<file path="config.mk">
export PLATFORM = sky130hd
export DESIGN_NAME = detector_feedback
export DESIGN_NICKNAME = d
export VERILOG_FILES = /design/src/rtl/car_sim_pkg.sv /design/src/rtl/uart_rx_byte.sv /design/src/rtl/detector_feedback.sv
export SDC_FILE = /design/constraint.sdc
export NUM_CORES = 1
export LEC_CHECK = 0
export ABC_AREA = 1
export CAP_MARGIN = 20
export CORE_MARGIN = 5
export CORE_UTILIZATION = 60
export CTS_CLUSTER_DIAMETER = 30
export CTS_CLUSTER_SIZE = 24
export DETAILED_ROUTE_END_ITERATION = 8
export PLACE_DENSITY_LB_ADDON = 0.12
export SLEW_MARGIN = 10
export SYNTH_ARGS = -nofsm -noshare
export SYNTH_HDL_FRONTEND = slang
export SYNTH_SLANG_ARGS = --single-unit
export TNS_END_PERCENT = 20
</file>
<file path="constraint.sdc">
create_clock -name clk -period 1.8 [get_ports clk]
set_clock_uncertainty 0.05 [all_clocks]
set_input_delay 0.27 -clock clk [delete_from_list [all_inputs] [get_ports clk]]
set_output_delay 0.27 -clock clk [all_outputs]
set_load 0.02 [all_outputs]
</file>
<file path="src/rtl/car_sim_pkg.sv">
// car_sim_pkg: definitions shared by the car simulator link logic.
//   rx_state_e     : UART receive FSM states (IDLE, START, DATA, STOP)
//   DET_SYNC       : value required in the upper nibble of every detector byte
//   DET_FRONT..    : bit position of each detector flag in the byte
package car_sim_pkg;

  typedef enum logic [1:0] {
    IDLE  = 2'd0,
    START = 2'd1,
    DATA  = 2'd2,
    STOP  = 2'd3
  } rx_state_e;

  localparam logic [3:0] DET_SYNC = 4'b1010;

  localparam int DET_FRONT = 0;
  localparam int DET_LEFT  = 1;
  localparam int DET_RIGHT = 2;
  localparam int DET_BACK  = 3;

endpackage

</file>
<file path="src/rtl/uart_rx_byte.sv">
// uart_rx_byte: 8N1 LSB-first UART byte receiver.
//   clk        in   system clock
//   rst_n      in   asynchronous active-low reset
//   rx         in   raw UART line (idle high, asynchronous to clk)
//   rx_byte    out  last assembled byte (shift register contents)
//   byte_done  out  high during the cycle whose clock edge takes the stop sample
//   stop_ok    out  value of the stop bit being sampled (valid with byte_done)
// rx is double-flopped into rx_s; every bit is sampled at its nominal midpoint.
module uart_rx_byte
  import car_sim_pkg::*;
#(
  parameter int CLKS_PER_BIT = 10417
) (
  input  logic       clk,
  input  logic       rst_n,
  input  logic       rx,
  output logic [7:0] rx_byte,
  output logic       byte_done,
  output logic       stop_ok
);

  localparam int TW = (CLKS_PER_BIT > 1) ? $clog2(CLKS_PER_BIT) : 1;
  localparam logic [TW-1:0] HALF_M1 = TW'(CLKS_PER_BIT / 2 - 1);
  localparam logic [TW-1:0] FULL_M1 = TW'(CLKS_PER_BIT - 1);

  logic          rx_meta_reg;
  logic          rx_s_reg;
  logic          rx_prev_reg;
  rx_state_e     state_reg;
  logic [TW-1:0] timer_reg;
  logic [2:0]    idx_reg;
  logic [7:0]    shift_reg;

  always_ff @(posedge clk or negedge rst_n) begin
    if (!rst_n) begin
      rx_meta_reg <= 1'b1;
      rx_s_reg    <= 1'b1;
      rx_prev_reg <= 1'b1;
      state_reg   <= IDLE;
      timer_reg   <= '0;
      idx_reg     <= '0;
      shift_reg   <= '0;
    end else begin
      rx_meta_reg <= rx;
      rx_s_reg    <= rx_meta_reg;
      rx_prev_reg <= rx_s_reg;
      case (state_reg)
        IDLE: begin
          // Only IDLE hunts for start bits; edges inside a frame are data.
          if (rx_prev_reg && !rx_s_reg) begin
            state_reg <= START;
            timer_reg <= '0;
          end
        end
        START: begin
          if (timer_reg == HALF_M1) begin
            timer_reg <= '0;
            idx_reg   <= '0;
            // Line already high again at mid start bit: a glitch, not a frame.
            state_reg <= rx_s_reg ? IDLE : DATA;
          end else begin
            timer_reg <= timer_reg + 1'b1;
          end
        end
        DATA: begin
          if (timer_reg == FULL_M1) begin
            timer_reg          <= '0;
            shift_reg[idx_reg] <= rx_s_reg;
            idx_reg            <= idx_reg + 1'b1;
            if (idx_reg == 3'd7) state_reg <= STOP;
          end else begin
            timer_reg <= timer_reg + 1'b1;
          end
        end
        STOP: begin
          // Leave at the stop midpoint so a start bit right after it is seen.
          if (timer_reg == FULL_M1) begin
            timer_reg <= '0;
            state_reg <= IDLE;
          end else begin
            timer_reg <= timer_reg + 1'b1;
          end
        end
        default: state_reg <= IDLE;
      endcase
    end
  end

  // Decoded from registered state so the consumer can register its result
  // on the very edge that takes the stop sample.
  assign byte_done = (state_reg == STOP) && (timer_reg == FULL_M1);
  assign stop_ok   = rx_s_reg;
  assign rx_byte   = shift_reg;

endmodule

</file>
<file path="src/rtl/detector_feedback.sv">
// detector_feedback: receives detector frames from the simulator UART link.
//   clk              in   system clock
//   rst_n            in   asynchronous active-low reset
//   rx               in   UART line from the simulator (idle high)
//   front/left/right/back_detector  out  1 = obstacle (forced 1 while stale)
//   frame_valid      out  one-cycle pulse when a good frame updates detectors
//   frame_error      out  one-cycle pulse when a frame is dropped
//   link_stale       out  1 while no valid frame within TIMEOUT_CYCLES
module detector_feedback
  import car_sim_pkg::*;
#(
  parameter int CLKS_PER_BIT   = 10417,
  parameter int TIMEOUT_CYCLES = 10_000_000
) (
  input  logic clk,
  input  logic rst_n,
  input  logic rx,
  output logic front_detector,
  output logic left_detector,
  output logic right_detector,
  output logic back_detector,
  output logic frame_valid,
  output logic frame_error,
  output logic link_stale
);

  localparam int CW = $clog2(TIMEOUT_CYCLES + 1);
  localparam logic [CW-1:0] TIMEOUT_M1 = CW'(TIMEOUT_CYCLES - 1);

  logic [7:0]    rx_byte;
  logic          byte_done;
  logic          stop_ok;
  logic          frame_good;
  logic          frame_bad;
  logic [3:0]    det_reg;
  logic [3:0]    det_out;
  logic          frame_valid_reg;
  logic          frame_error_reg;
  logic          link_stale_reg;
  logic [CW-1:0] stale_cnt_reg;

  uart_rx_byte #(
    .CLKS_PER_BIT(CLKS_PER_BIT)
  ) u_rx (
    .clk      (clk),
    .rst_n    (rst_n),
    .rx       (rx),
    .rx_byte  (rx_byte),
    .byte_done(byte_done),
    .stop_ok  (stop_ok)
  );

  assign frame_good = byte_done && stop_ok && (rx_byte[7:4] == DET_SYNC);
  assign frame_bad  = byte_done && !frame_good;

  always_ff @(posedge clk or negedge rst_n) begin
    if (!rst_n) begin
      det_reg         <= 4'b1111;
      frame_valid_reg <= 1'b0;
      frame_error_reg <= 1'b0;
      link_stale_reg  <= 1'b1;
      stale_cnt_reg   <= '0;
    end else begin
      frame_valid_reg <= frame_good;
      frame_error_reg <= frame_bad;
      if (frame_good) det_reg <= rx_byte[3:0];
      // A valid frame takes priority over a coincident timeout.
      if (frame_good) begin
        stale_cnt_reg  <= '0;
        link_stale_reg <= 1'b0;
      end else if (stale_cnt_reg != TIMEOUT_M1) begin
        stale_cnt_reg <= stale_cnt_reg + 1'b1;
      end else begin
        link_stale_reg <= 1'b1;
      end
    end
  end

  // Stale link reads as "blocked everywhere" so motion logic stops.
  for (genvar gi = 0; gi < 4; gi++) begin : g_det
    assign det_out[gi] = det_reg[gi] | link_stale_reg;
  end

  assign front_detector = det_out[DET_FRONT];
  assign left_detector  = det_out[DET_LEFT];
  assign right_detector = det_out[DET_RIGHT];
  assign back_detector  = det_out[DET_BACK];
  assign frame_valid    = frame_valid_reg;
  assign frame_error    = frame_error_reg;
  assign link_stale     = link_stale_reg;

endmodule

</file>
==> run_results.csv, run 1 <==
group,metric,value,unit
logic_synthesis,main_combinational_cell_family_by_area_after_synthesis,"simple AND/OR/NAND/NOR gates",
clock_network,cts_max_path_buffers,2,
critical_path,rr_startpoint,"u_rx.timer_reg[0]",
logic_synthesis,yosys.cell_types.count,29,
global_routing,grt_pass1_vias,3209,
die,die_area,7710,um2
drt,count_of_tritonroute_iterations_in_the_first_routing_pass,5,
final_layout,syn_to_final_growth,13.8,%
critical_path,rr_worst_depth,9,
final_layout,max_ffs_per_register,24,
sta,report.final.slew_viol_count,0,
pwr,power.static_leakage,2.15,nW
drt,route.detailed.drc,0,
clock_network,clkLatencyLatePin,340,ps
hold_path,hold_path_class,"in -> reg",
logic_synthesis,synth_top_cell_area_share,0.365,
drt,drt_wl_total,8030,um
clock_network,cts.clk_slew.worst_paths,70,ps
final_layout,nNetsFinal,557,
placement,placed_area,3880,um2
die,io_pins,10,
sta,max_clock_freq,602,MHz
drt,wl_per_cell,12.8,um
clock_network,total_cts_buffers,9,
critical_path,cpMostUsedCell,"inv_1",
die,die_y,87.8,um
final_layout,layout_cell_share_with_drive_strength_beyond_1,0.128,
logic_synthesis,yosys_warnings,0,
global_routing,initial_antenna_violation_count,0,
logic_synthesis,average_instance_area_after_synthesis,6.99,um2
sta,hold_ws,280,ps
hold_path,worst_hold_path.endpoint,"u_rx.rx_meta_reg",
die,start_util,0.617,
outcome,result_of_the_run,"finished clean",
logic_synthesis,yosysSeqAreaShare,0.423,
final_layout,multi_input_logic_area,1780,um2
critical_path,reg2reg_to,"stale_cnt_reg[18]",
pwr,design_power_total,3.29,mW
global_routing,grt_start_max_net_pins,62,
pwr,irDropWorstVdd,748,uV
critical_path,timing.critical_path.slowest_stage_cell,"dfrtp_1",
sta,setup_viol,0,
final_layout,final_cell_area,4130,um2
logic_synthesis,synth.net_count,527,
hold_path,min_from,"rx",
logic_synthesis,post_synthesis_cell_count,519,
pwr,power_per_cell_area,797,nW/um2
final_layout,fin_util,0.702,
final_layout,layout.filler_cells,492,
drt,drt_iter0_drcs,183,
placement,routabilityCongestion,0.849,
logic_synthesis,yosys.area.top_type,"dfrtp_1",
die,die_width,87.8,um
logic_synthesis,netlist_top_cells_area,"dfrtp_1 37%, nand2_1 17%, inv_1 7.7%",
critical_path,worstPathArrival,1840,ps
logic_synthesis,synthesis.area,3630,um2
clock_network,cts.htree.levels,3,
hold_path,worstHoldPathCells,1,
critical_path,crit_chain,"inv_1, ha_1, inv_1, nor3_2, nand2_2, nor2_2, nand4_4, inv_2, nor2_1",
logic_synthesis,synthesized_area_fraction_occupied_by_and_or_nand_nor_cells,0.407,
placement,place.detailed.hpwl,5820,um
critical_path,path_max_fanout,9,
critical_path,r2r_slack,140,ps
sta,timing.final.crit_share,0.923,
placement,placed_cells,612,
critical_path,required_time_at_the_worst_slack_endpoint,1980,ps
job,maxCapViolations,0,
sta,max-slew-margin-rel,0.724,
drt,dr_total_vias,3305,
final_layout,stdcell_count,629,
global_routing,wire_length_of_the_first_global_routing_pass,13800,um
critical_path,end_kind,"register",
logic_synthesis,yosys_register_bits,61,
critical_path,timing.critical_path.from_type,"register",
sta,worst-slew-pin-transition,412,ps
logic_synthesis,synthXorXnorAreaFrac,0.0241,
clock_network,cts-root-buf,"clkbuf_8",
sta,final_period_demand_of_the_worst_path,1660,ps
logic_synthesis,synth-compound-area-share,0.0348,
sta,final_hold_viol_count,0,
critical_path,max_stage_delay,380,ps
die,core.rowCount,28,
drt,routed_antenna_nets,0,
placement,numPortBuffers,9,
global_routing,grt_use_total,0.228,
clock_network,clock_tree_from_tritoncts,"done",
die,core_area,5890,um2
clock_network,tritoncts_num_sinks,61,
global_routing,overflow,0,
final_layout,insertedDiodeCount,0,
logic_synthesis,synth.area.mux_share,0,
drt,routed_via_density,5.25,
sta,unrepaired_setup_endpoints_after_global_routing,"no",
critical_path,crit_type,"reg -> reg",
final_layout,seqCellArea,1540,um2
logic_synthesis,synth_adder_area_share,0.0172,
[cells by family (layout without fill, tap and decap cells)]
family          after synthesis  after routing
flops                        61             61
buf+inv                      83            118
simple gates                336            336
compound gates               24             24
fa+ha+maj                     5              5
xor+xnor                     10             10
[synth_stat cells]
cell and count:
nand2_1 169, inv_1 74, nor2_1 72, dfrtp_1 53
nand3_1 51, nand4_1 14, o21ai_0 14, xor2_1 10
nor3_1 9, dfstp_2 8, a21oi_1 7, ha_1 5
nor2_2 5, or2_2 5, inv_2 4, buf_6 3
nand2_2 2, nand3_2 2, nor3_2 2, a31oi_1 1
buf_4 1, clkbuf_2 1, nand4_2 1, nand4_4 1
nor2_4 1, nor3b_4 1, nor4_1 1, o211ai_1 1
o21bai_1 1
[area by class of cell]
| type | count | share of cell area |
|---|---|---|
| tap | 75 | 0.0227 |
| sequential | 61 | 0.373 |
| multi-input combinational | 375 | 0.432 |
| clock buffer | 11 | 0.0367 |
| inverter | 78 | 0.0709 |
| clock inverter | 5 | 0.0142 |
| timing repair buffer | 24 | 0.0509 |
[cells in the final DEF (no fill, tap or decap), types with 2 or more instances in the layout]
| cell type | count |
|---|---|
| nand3_1 | 50 |
| nor3_1 | 8 |
| buf_4 | 12 |
| xor2_1 | 10 |
| nand4_1 | 14 |
| dfrtp_1 | 51 |
| dfrtp_2 | 2 |
| dlygate4sd2_1 | 5 |
| clkinvlp_4 | 2 |
| nor2_2 | 5 |
| a21oi_1 | 7 |
| or2_2 | 5 |
| inv_1 | 74 |
| o21ai_0 | 14 |
| nand2_2 | 4 |
| dfstp_2 | 8 |
| nor3_2 | 3 |
| clkbuf_8 | 11 |
| ha_1 | 5 |
| clkdlybuf4s50_1 | 3 |
| nor2_4 | 2 |
| nand2_1 | 166 |
| nand3_2 | 3 |
| nor2_1 | 71 |
| inv_2 | 4 |
[layer usage]
metal	part of all wire	wire length, um	global-route usage	vias to the layer above
li1	-	-	-	1684
met1	0.44	3530	0.269	1541
met2	0.51	4090	0.407	66
met3	0.037	299	0.0376	14
met4	0.014	116	0.0990	0
met5	0	0	0	-
[timing repair]
action                                  4_1_cts  5_1_grt
hold buffers                                  1        0
endpoints found under the setup margin        9       29
hold endpoints to repair                     53        0
buffers inserted                              0        0
pin swaps                                     0        2
resized for setup                             6       10
[metrics by stage]
stage                     setup slack [ps]  setup TNS (ps)
after floorplan                        164               0
after global placement                85.9               0
after detailed placement             -2.85           -2.85
after CTS                             88.9               0
after global routing                  4.00               0
final                                  138               0
[power by group]
| group | internal (mW) | leakage (nW) | total (mW) | switching [mW] |
|---|---|---|---|---|
| clock network | 0.714 | 0.102 | 1.28 | 0.562 |
| logic | 0.167 | 1.25 | 0.468 | 0.301 |
| registers | 1.45 | 0.792 | 1.55 | 0.0987 |
[worst max-delay path: cells and delay by family, from the launching register on]
kind	cells	cell delay (ps)
DFF	1	380
buffers and inverters	3	310
adders and majority gates	1	150
and+or+nand+nor	5	670
[how the worst max path moves through the flow]
stage | from | end | cells past startpoint
finish | u_rx.timer_reg[0] | stale_cnt_reg[18] | 9
global route | u_rx.timer_reg[1] | u_rx.timer_reg[8] | 11
CTS | u_rx.timer_reg[1] | stale_cnt_reg[3] | 10
detailed placement | u_rx.timer_reg[1] | u_rx.timer_reg[3] | 11
global placement | u_rx.timer_reg[1] | u_rx.timer_reg[10] | 11
floorplan | stale_cnt_reg[0] | stale_cnt_reg[22] | 9
Power figures use the tool's default switching activity.
==> run 2, diff against run 1 <==
PLACE_DENSITY = 0.89   (was unset)
PLACE_DENSITY_LB_ADDON = unset   (was 0.12)
SLEW_MARGIN = 40   (was 10)
==> run 2 against run 1 <==
  * Via count grew 5.1%
  * First-iteration DRC count grew 60%
  * Maximum frequency shrank 1.2%
  * Global-route usage grew 0.63 points
  * Core utilization shrank 0.64 points
  * Setup slack lost 21 ps
  * Sequential power is essentially flat
  * Die area is the same
  * Sequential share of layout area grew 0.31 points
  * Critical path depth shrank 1
==> run_results.csv, run 2 (same netlist as run 1, synthesis figures left out) <==
group,metric,value,unit
drt,drt_iter0_drcs,292,
final_layout,most_frequent_cells_in_the_layout,"167 x nand2_1, 74 x inv_1, 71 x nor2_1",
global_routing,grt_use_total,0.234,
final_layout,layout_cell_share_with_drive_strength_beyond_1,0.118,
placement,routabilityCongestion,0.925,
sta,setup_viol,0,
die,die_y,87.8,um
sta,timing.final.crit_share,0.935,
clock_network,clock_tree_from_tritoncts,"done",
pwr,internal-power,2.28,mW
pwr,power_per_cell_area,797,nW/um2
drt,route.detailed.drc,0,
placement,setup_ws_pre_cts,-46.9,ps
pwr,switching_share,0.300,
final_layout,insertedDiodeCount,0,
drt,drt_wl_total,8590,um
drt,count_of_tritonroute_iterations_in_the_first_routing_pass,5,
clock_network,cts-root-buf,"clkbuf_8",
die,core.rowCount,28,
critical_path,timing.critical_path.from_type,"register",
sta,setup_slack,117,ps
global_routing,wire_length_of_the_first_global_routing_pass,14400,um
hold_path,hold_path_class,"in -> reg",
sta,report.final.slew_viol_count,0,
die,die_width,87.8,um
die,core_area,5890,um2
sta,final_hold_viol_count,0,
final_layout,nNetsFinal,553,
drt,dr_total_vias,3475,
global_routing,grt_pass1_vias,3288,
critical_path,end_kind,"register",
drt,highest-signal-layer,"met4",
pwr,net_switching_power_of_the_design,978,uW
pwr,design_power_total,3.26,mW
outcome,result_of_the_run,"finished clean",
die,io_pins,10,
sta,unrepaired_setup_endpoints_after_global_routing,"no",
drt,routed_antenna_nets,0,
pwr,share_comb_of_total_power,0.143,
sta,max_clock_freq,594,MHz
pwr,power.static_leakage,2.12,nW
placement,place.detailed.hpwl,5940,um
clock_network,cts_max_path_buffers,2,
global_routing,overflow,0,
drt,met2_wirelength,4280,um
job,maxCapViolations,0,
final_layout,mostFrequentLayoutCell,"nand2_1",
critical_path,crit_type,"reg -> reg",
final_layout,multi_input_logic_area,1800,um2
placement,numPortBuffers,9,
final_layout,fin_util,0.695,
pwr,irDropWorstVdd,699,uV
global_routing,grt_start_max_net_pins,52,
final_layout,max_ffs_per_register,24,
die,die_area,7710,um2
critical_path,required_time_at_the_worst_slack_endpoint,2000,ps
global_routing,initial_antenna_violation_count,0,
drt,routed_via_density,5.56,
sta,max-slew-margin-rel,0.678,
critical_path,worstPathArrival,1880,ps
final_layout,syn_to_final_growth,12.8,%
clock_network,cts.htree.levels,3,
clock_network,cts.clk_slew.worst_paths,80,ps
pwr,p_seq_frac,0.475,
final_layout,seqCellArea,1540,um2
clock_network,clkLatencyLatePin,350,ps
clock_network,tritoncts_num_sinks,61,
drt,detailroute.wirelength.met3,492,um
die,start_util,0.617,
clock_network,total_cts_buffers,9,
drt,wl_met1,3570,um
sta,worst-slew-pin-transition,481,ps
critical_path,path_max_fanout,6,
drt,wl_per_cell,13.7,um
clock_network,cts_setup_buffers,0,
sta,final_period_demand_of_the_worst_path,1680,ps
pwr,p_clk_frac,0.382,
final_layout,layout.filler_cells,464,
## run 2: final cells by class
type,instances,area share
clock buffer,10,0.0336
clock inverter,6,0.0153
inverter,78,0.0715
multi-input combinational,376,0.440
timing repair buffer,19,0.0413
tap,75,0.0229
sequential,61,0.376
## run 2: power by group through the flow
stage	clock network [mW]	logic [mW]	registers [mW]
3_3_place_gp	0	0.428	1.56
6_report	1.25	0.467	1.55
4_1_cts	1.25	0.462	1.55
2_1_floorplan	0	0.326	1.55
5_1_grt	1.33	0.543	1.56
3_5_place_dp	0	0.447	1.57
## run 2: worst max-delay path: stages, from the launching register on
cell and delay (ps):
dfrtp_1 350, buf_4 150, nand3_1 100, nor2_1 210
nand3_1 230, inv_1 230, nand3_1 130, nand2_1 90
nor2_1 40
## run 2: path summary, 6_finish.rpt
check | startpoint | to | slack (ps) | depth (start not counted)
min in group asynchronous | rst_n | frame_error | 290 | 2
hold / removal | rx | u_rx.rx_meta_reg | 270 | 1
hold reg to reg | u_rx.rx_meta_reg | u_rx.stop_ok | 310 | 0
setup reg to reg | stale_cnt_reg[0] | stale_cnt_reg[15] | 120 | 8
setup / recovery | stale_cnt_reg[0] | stale_cnt_reg[15] | 120 | 8
max in group asynchronous | rst_n | u_rx.stop_ok | 810 | 3
## run 2: layer usage
layer	GRT usage	vias up
met5	0	-
met4	0.112	0
met3	0.0480	32
met2	0.386	144
met1	0.294	1620
li1	-	1679
## run 2: metrics by stage
stage / hold WS, ps / setup TNS [ps] / cells / cell area, um2
finish: 275 / 0 / 625 / 4090
global route: 276 / 0 / 625 / 4090
CTS: 278 / 0 / 624 / 4060
floorplan: -75.6 / 0 / 519 / 3630
detailed placement: 117 / -377 / 607 / 3840
global placement: 110 / 0 / 607 / 3840
## run 2: repair_timing
action	CTS	global route
hold buffers	1	0
pin swaps	0	2
endpoints found under the hold margin	10	0
cloned	0	1
resized for setup	7	7
setup endpoints to repair	22	30
==> run 3, diff against run 2 <==
MAX_ROUTING_LAYER = met4   (was unset)
TNS_END_PERCENT = 10   (was 20)
==> run 3 against run 2 <==
  * Die area did not move
  * First-iteration DRC count fell by 29%
  * Sequential power barely moved
  * Non-clock buffer count rose by 3
  * Power rose by 5.4%
  * Final area rose by 1.2%
  * Flip-flop and latch count did not move
  * Critical path type is now reg -> out
  * Count of clock-buffer cells in the layout fell by 1
  * Via count fell by 0.35%
  * Core utilization rose by 0.83 points
  * Critical path depth fell by 6
  * Combinational power rose by 7.1%
==> run_results.csv, run 3 (same netlist as run 1, synthesis figures left out) <==
group,metric,value,unit
placement,setup_ws_pre_cts,-13.4,ps
drt,routed_via_density,5.51,
drt,count_of_tritonroute_iterations_in_the_first_routing_pass,5,
clock_network,clock_tree_from_tritoncts,"done",
critical_path,cp_num_buf_inv,1,
die,core_area,5890,um2
pwr,design_power_total,3.44,mW
pwr,power_per_cell_area,830,nW/um2
critical_path,timing.critical_path.from_type,"register",
final_layout,fin_util,0.704,
clock_network,total_cts_buffers,9,
clock_network,cts.clk_slew.worst_paths,70,ps
global_routing,grt_pass1_vias,3313,
drt,routed_antenna_nets,0,
sta,worst-slew-pin-transition,553,ps
sta,max_clock_freq,585,MHz
die,io_pins,10,
placement,place.detailed.hpwl,5770,um
final_layout,mostFrequentLayoutCell,"nand2_1",
drt,drt_iter0_drcs,206,
pwr,irDropWorstVdd,740,uV
die,die_width,87.8,um
pwr,p_clk_frac,0.403,
final_layout,max_ffs_per_register,24,
global_routing,overflow,0,
critical_path,worstPathArrival,1390,ps
drt,route.detailed.drc,0,
clock_network,cts_max_path_buffers,2,
global_routing,initial_antenna_violation_count,0,
pwr,net_switching_power_of_the_design,1.02,mW
final_layout,layout_cell_share_with_drive_strength_beyond_1,0.125,
sta,setup_viol,0,
final_layout,syn_to_final_growth,14.1,%
final_layout,stdcell_count,628,
drt,drt_wl_total,8440,um
die,core.rowCount,28,
critical_path,max_stage_delay,570,ps
critical_path,critical-path-top-delay-family,"flip-flops",
critical_path,crit_type,"reg -> out",
hold_path,hold_path_class,"in -> reg",
global_routing,grt_use_total,0.246,
critical_path,required_time_at_the_worst_slack_endpoint,1480,ps
final_layout,insertedDiodeCount,0,
pwr,internal-power,2.42,mW
sta,setup_slack,91.1,ps
final_layout,most_frequent_cells_in_the_layout,"166 x nand2_1, 73 x inv_1, 72 x nor2_1",
critical_path,timing.critical_path.slowest_stage_cell,"dfstp_2",
final_layout,seqCellArea,1540,um2
sta,max-slew-margin-rel,0.629,
pwr,share_comb_of_total_power,0.146,
clock_network,cts.htree.levels,3,
global_routing,grt_start_max_net_pins,36,
final_layout,multi_input_logic_area,1800,um2
sta,timing.final.crit_share,0.949,
sta,final_hold_viol_count,0,
clock_network,tritoncts_num_sinks,61,
pwr,p_seq_frac,0.452,
outcome,result_of_the_run,"finished clean",
pwr,switching_share,0.296,
placement,placed_area,3850,um2
placement,placed_cells,608,
job,maxCapViolations,0,
critical_path,crit_chain,"or2_2, dlygate4sd2_1",
final_layout,nNetsFinal,556,
die,die_area,7710,um2
critical_path,path_max_fanout,6,
global_routing,wire_length_of_the_first_global_routing_pass,14400,um
drt,dr_total_vias,3463,
placement,numPortBuffers,9,
placement,routabilityCongestion,0.957,
clock_network,clkLatencyLatePin,360,ps
final_layout,final_cell_area,4140,um2
critical_path,end_kind,"output port",
final_layout,layout.filler_cells,453,
die,start_util,0.617,
sta,report.final.slew_viol_count,0,
die,die_y,87.8,um
clock_network,cts-root-buf,"clkbuf_8",
sta,final_period_demand_of_the_worst_path,1710,ps
pwr,power.static_leakage,2.15,nW
drt,wl_per_cell,13.4,um
run 3: changes by cell type in the layout (fill, tap and decap cells not counted), sizes merged:
cell      previous run  this run
clkbuf              10         9
bufinv               1         2
inv                 78        79
buf                 10        13
clkinv               2         3
clkinvlp             3         1
run 3: final timing paths:
path,start,endpoint,slack (ps),cells after the start
worst max-delay path,link_stale,left_detector,90,2
worst min-delay path,rx,u_rx.rx_meta_reg,270,1
worst max register to register,u_rx.stop_ok,stale_cnt_reg[11],100,5
worst min register to register,u_rx.rx_meta_reg,u_rx.stop_ok,300,0
max in group asynchronous,rst_n,u_rx.rx_prev_reg,780,3
min in group asynchronous,rst_n,u_rx.timer_reg[8],330,2
run 3: final cells by class:
| class | instances | share of cell area |
|---|---|---|
| multi-input cells | 376 | 0.436 |
| flip-flops and latches | 61 | 0.371 |
| inverters | 78 | 0.0707 |
| repair buffers | 22 | 0.0462 |
| clock buffers | 9 | 0.0299 |
| clock inverters | 7 | 0.0239 |
| well taps | 75 | 0.0227 |
run 3: metrics by stage:
step                      hold WS (ps)  setup TNS, ps
after floorplan                  -75.6              0
after global placement             176              0
after detailed placement           172          -22.5
after CTS                          270              0
after global routing               263           -881
final                              274              0
run 3: timing repair:
item | in CTS | in global routing
hold buffers | 1 | 0
setup endpoints to repair | 19 | 29
gates cloned | 0 | 1
pin swaps | 0 | 3
resized for setup | 7 | 8
endpoints found under the hold margin | 15 | 0
buffers inserted | 0 | 2
run 3: routing by layer:
metal	wire length, um	track usage
met5	0	-
met4	267	0.114
met3	565	0.0640
met2	4100	0.386
met1	3500	0.296
run 3: worst register-to-register path, delay by kind of cell (launching register included):
kind	cells	cell delay [ps]
buf+inv	1	70
flops	1	530
simple gates	3	890
compound gates	1	40
run 3: power by group through the flow:
stage | Sequential (mW) | Combinational [mW] | Clock (mW)
after CTS | 1.55 | 0.461 | 1.40
after detailed placement | 1.57 | 0.450 | 0
after global placement | 1.57 | 0.432 | 0
final | 1.55 | 0.500 | 1.38
after floorplan | 1.55 | 0.326 | 0
after global routing | 1.56 | 0.582 | 1.48
==> RTL change 1 (settings of run 1) <==
Register the output `frame_error` once more, with the module's reset; this adds one clock of latency there. The other outputs are not delayed to match. Comments in the files are not updated.
--- a/src/rtl/detector_feedback.sv
+++ b/src/rtl/detector_feedback.sv
@@ -88,3 +88,9 @@
   assign frame_valid    = frame_valid_reg;
-  assign frame_error    = frame_error_reg;
+  always_ff @(posedge clk or negedge rst_n) begin
+    if (!rst_n) begin
+      frame_error <= '0;
+    end else begin
+      frame_error <= frame_error_reg;
+    end
+  end
   assign link_stale     = link_stale_reg;
Function: no difference found for any inputs over 10 cycles, from zero or initial values and one cycle with rst_n low; that may be too few to reach the edited logic, so the function may still have changed.
==> RTL change 1 against run 1 <==
Area after synthesis is 0.69% higher. Synthesized cell count is 0.19% higher. Critical path depth is 7 lower. Design area is 1.4% higher. Routed wire length is 2.3% higher. Worst setup slack worse by 0.011 ns. Sequential cell count is 1 higher. Final cell count is 0.32% higher. Power is 4.5% higher. Global-route usage is 0.60 points higher. Combinational power is 6.6% higher.
==> RTL change 1: results (changes against run 1) <==
** GRT
- Global-route usage over all layers :: 0.2338 (was 0.2278)
- Routing usage on met3 :: 0.06303 (was 0.03763)
- Met2 Resource Use GR :: 0.4199 (was 0.4068)
- The global-route wire length before repair came to 14110 microns (was 13790 microns).

** Drt
- The met3 wire length is 361 microns (was 299 microns).
- The average wire per standard cell came to 13.03 microns (was 12.77 microns).
- The vias after detailed routing is 3341 (was 3305).
- The routed metal-1 wire length came to 3462 microns (was 3528 microns).
- Iteration-0 DRC Markers :: 226 (was 183)

** Layout
- The ratio of cells with drive above 1 in the final layout came to 0.1205 (was 0.1282).
- Fin cells :: 631 (was 629)
- Net count reported at finish :: 559 (was 557)

** Power
- Leakage power of the design :: 2.188 nW (was 2.149 nW)
- The combinational-cell power consumption is 0.000499 W (was 0.000468 W).

** Place
- The placed wire-length estimate was 5901 microns (was 5823 microns).
- Instance count after placement with tap cells included :: 613 (was 612)
- The worst setup timing slack at the placement stage is 0.1492 ns (was -0.002849 ns).

** Logic synthesis
- The compound-gate portion of the synthesized area came to 0.03458 (was 0.03482).
- The post-synthesis share of cell area spent on full adders, half adders and majority gates came to 0.01712 (was 0.01724).
- The number of nets in the synthesized netlist is 528 (was 527).
- Leading post-synthesis cells by cell area :: sky130_fd_sc_hd__dfrtp_1, sky130_fd_sc_hd__nand2_1, sky130_fd_sc_hd__inv_1 (unchanged)

** Critical path
- The arrival time of data at the critical path endpoint was 1.35 ns (was 1.84 ns).
- The largest stage delay on the critical path is 0.56 ns (was 0.38 ns).
- Endpoint of the lowest-slack register-to-register path :: stale_cnt_reg[22] (was stale_cnt_reg[18])
- Worst reg2reg startpoint :: stale_cnt_reg[9] (was u_rx.timer_reg[0])
- Cell at the slowest stage of the critical path :: sky130_fd_sc_hd__dfstp_2 (was sky130_fd_sc_hd__dfrtp_1)
- CP delay by family, top :: flip-flops (was simple AND/OR/NAND/NOR gates)

** Clocking
- The number of gates given a new drive strength after cts is 5 (was 6).

** STA
- The slew of the pin with the lowest slew margin came to 0.5232 ns (was 0.4116 ns).
- Worst hold slack :: 0.2760 ns (was 0.2803 ns)

** Status
- Result of the run: completed (unchanged).
## RTL change 1: worst max-delay path by stage
stage / start / endpoint / slack (ns) / depth (start not counted)
finish: link_stale / front_detector / 0.13 / 2
global route: u_rx.timer_reg[1] / u_rx.timer_reg[3] / -0.04 / 12
CTS: link_stale / right_detector / 0.11 / 2
detailed placement: u_rx.timer_reg[1] / u_rx.timer_reg[5] / 0.15 / 12
global placement: u_rx.timer_reg[1] / u_rx.timer_reg[4] / 0.18 / 12
floorplan: stale_cnt_reg[0] / stale_cnt_reg[22] / 0.16 / 9
## RTL change 1: layout make-up
cell class              instances  area (sq um)
repair buffers                 25         251.5
well taps                      75         93.84
clock inverters                 4         72.57
flip-flops and latches         62          1562
multi-input cells             375          1772
fillers                       482          1732
inverters                      78         292.8
clock buffers                  12         145.1
## RTL change 1: kinds of logic (layout without fill, tap and decap cells)
logic type      count (synthesis)  in the layout
buf+inv                        83            119
xor+xnor                       10             10
fa+ha+maj                       5              5
flops                          62             62
compound gates                 24             24
simple gates                  336            336
==> RTL change 2 (flow settings as in run 1) <==
Without the edit above. `CLKS_PER_BIT` is set to 10417 in 2 places; all go to 20834.
--- a/src/rtl/uart_rx_byte.sv
+++ b/src/rtl/uart_rx_byte.sv
@@ -11,3 +11,3 @@
 #(
-  parameter int CLKS_PER_BIT = 10417
+  parameter int CLKS_PER_BIT = 20834
 ) (
--- a/src/rtl/detector_feedback.sv
+++ b/src/rtl/detector_feedback.sv
@@ -11,3 +11,3 @@
 #(
-  parameter int CLKS_PER_BIT   = 10417,
+  parameter int CLKS_PER_BIT   = 20834,
   parameter int TIMEOUT_CYCLES = 10_000_000
Formal check against the unedited RTL: no difference found for any inputs over 10 cycles, from zero or initial values and one cycle with rst_n low; that may be too few to reach the edited logic, so the function may still have changed.
==> RTL change 2 against run 1 <==
Area after synthesis grew 3.5%. Die area is 3.1% higher. Sequential cell count is 1 higher. Core utilization barely moved. Power down 3.3%. Worst setup slack worse by 0.015 ns. Routed wire length up 5.0%. Non-clock buffer count down 5. Design area increased by 1.7%. Clock power fell by 13%. Fmax shrank 0.88%.
==> RTL change 2: results (changes against run 1) <==
** Status
- Result of the run :: completed (unchanged)

** Drt
- Iteration-0 DRC Markers :: 184 (was 183)
- The detailed-route wire length is 8432 microns (was 8034 microns).
- Metal2 WL :: 4097 microns (was 4090 microns)
- WL met1 :: 3855 microns (was 3528 microns)

** Logic synthesis
- Top cells by instance count after synthesis: sky130_fd_sc_hd__nand2_1, sky130_fd_sc_hd__nor2_1, sky130_fd_sc_hd__inv_1 (was sky130_fd_sc_hd__nand2_1, sky130_fd_sc_hd__inv_1, sky130_fd_sc_hd__nor2_1).
- The proportion of synthesized chip area in sequential cells came to 0.4157 (was 0.4233).
- Synth unique cells :: 33 (was 29)
- Syn Inst Count :: 523 (was 519)
- Leading post-synthesis cells by cell area :: sky130_fd_sc_hd__dfrtp_1, sky130_fd_sc_hd__nand2_1, sky130_fd_sc_hd__nor2_1 (was sky130_fd_sc_hd__dfrtp_1, sky130_fd_sc_hd__nand2_1, sky130_fd_sc_hd__inv_1)

** Layout
- Fraction of final layout cells sized beyond drive strength 1 :: 0.1511 (was 0.1282)
- Multi-input gate area in the final layout :: 1911 sq um (was 1784 sq um)
- The number of fillers in the final layout is 534 (was 492).
- Fraction of standard cell area in multi-input logic :: 0.4547 (was 0.4320)

** Place
- The worst setup timing slack at the placement stage came to 0.02050 ns (was -0.002849 ns).
- The placer congestion estimate is 0.8920 (was 0.8493).
- DP Area :: 3980 sq um (was 3880 sq um)

** GRT
- Met2 Resource Use GR :: 0.3865 (was 0.4068)
- The met3 routing resource usage after global routing is 0.04793 (was 0.03763).
- Number of global-route vias before repair :: 3300 (was 3209)
- The total routing resource utilization after global routing was 0.2357 (was 0.2278).
- The met1 track utilization from global routing was 0.3050 (was 0.2686).

** Power
- The maximum vdd ir drop was 0.0006660 V (was 0.0007481 V).
- The cell-internal power came to 0.002170 W (was 0.002332 W).
- Power per Cell Area :: 758.2 nW/um^2 (was 797.5 nW/um^2)
- Fraction of power consumed by the clock network :: 0.350 (was 0.387)
RTL change 2: worst max-delay path, stage by stage (launching register included):
cell and delay (ns):
sky130_fd_sc_hd__dfrtp_1 0.41, sky130_fd_sc_hd__inv_2 0.08, sky130_fd_sc_hd__ha_1 0.14, sky130_fd_sc_hd__inv_1 0.06
sky130_fd_sc_hd__nor2_2 0.13, sky130_fd_sc_hd__nand3_4 0.13, sky130_fd_sc_hd__nor2_8 0.17, sky130_fd_sc_hd__nand2_2 0.10
sky130_fd_sc_hd__nor2_4 0.21, sky130_fd_sc_hd__nand2_1 0.08, sky130_fd_sc_hd__nand2_1 0.06
RTL change 2: worst paths after layout:
kind / slack, ns / to
setup / recovery: 0.12 / det_reg[1]
max in group asynchronous: 0.79 / link_stale
setup reg to reg: 0.12 / det_reg[1]
hold / removal: 0.29 / u_rx.rx_meta_reg
min in group asynchronous: 0.30 / stale_cnt_reg[17]
hold reg to reg: 0.31 / u_rx.stop_ok
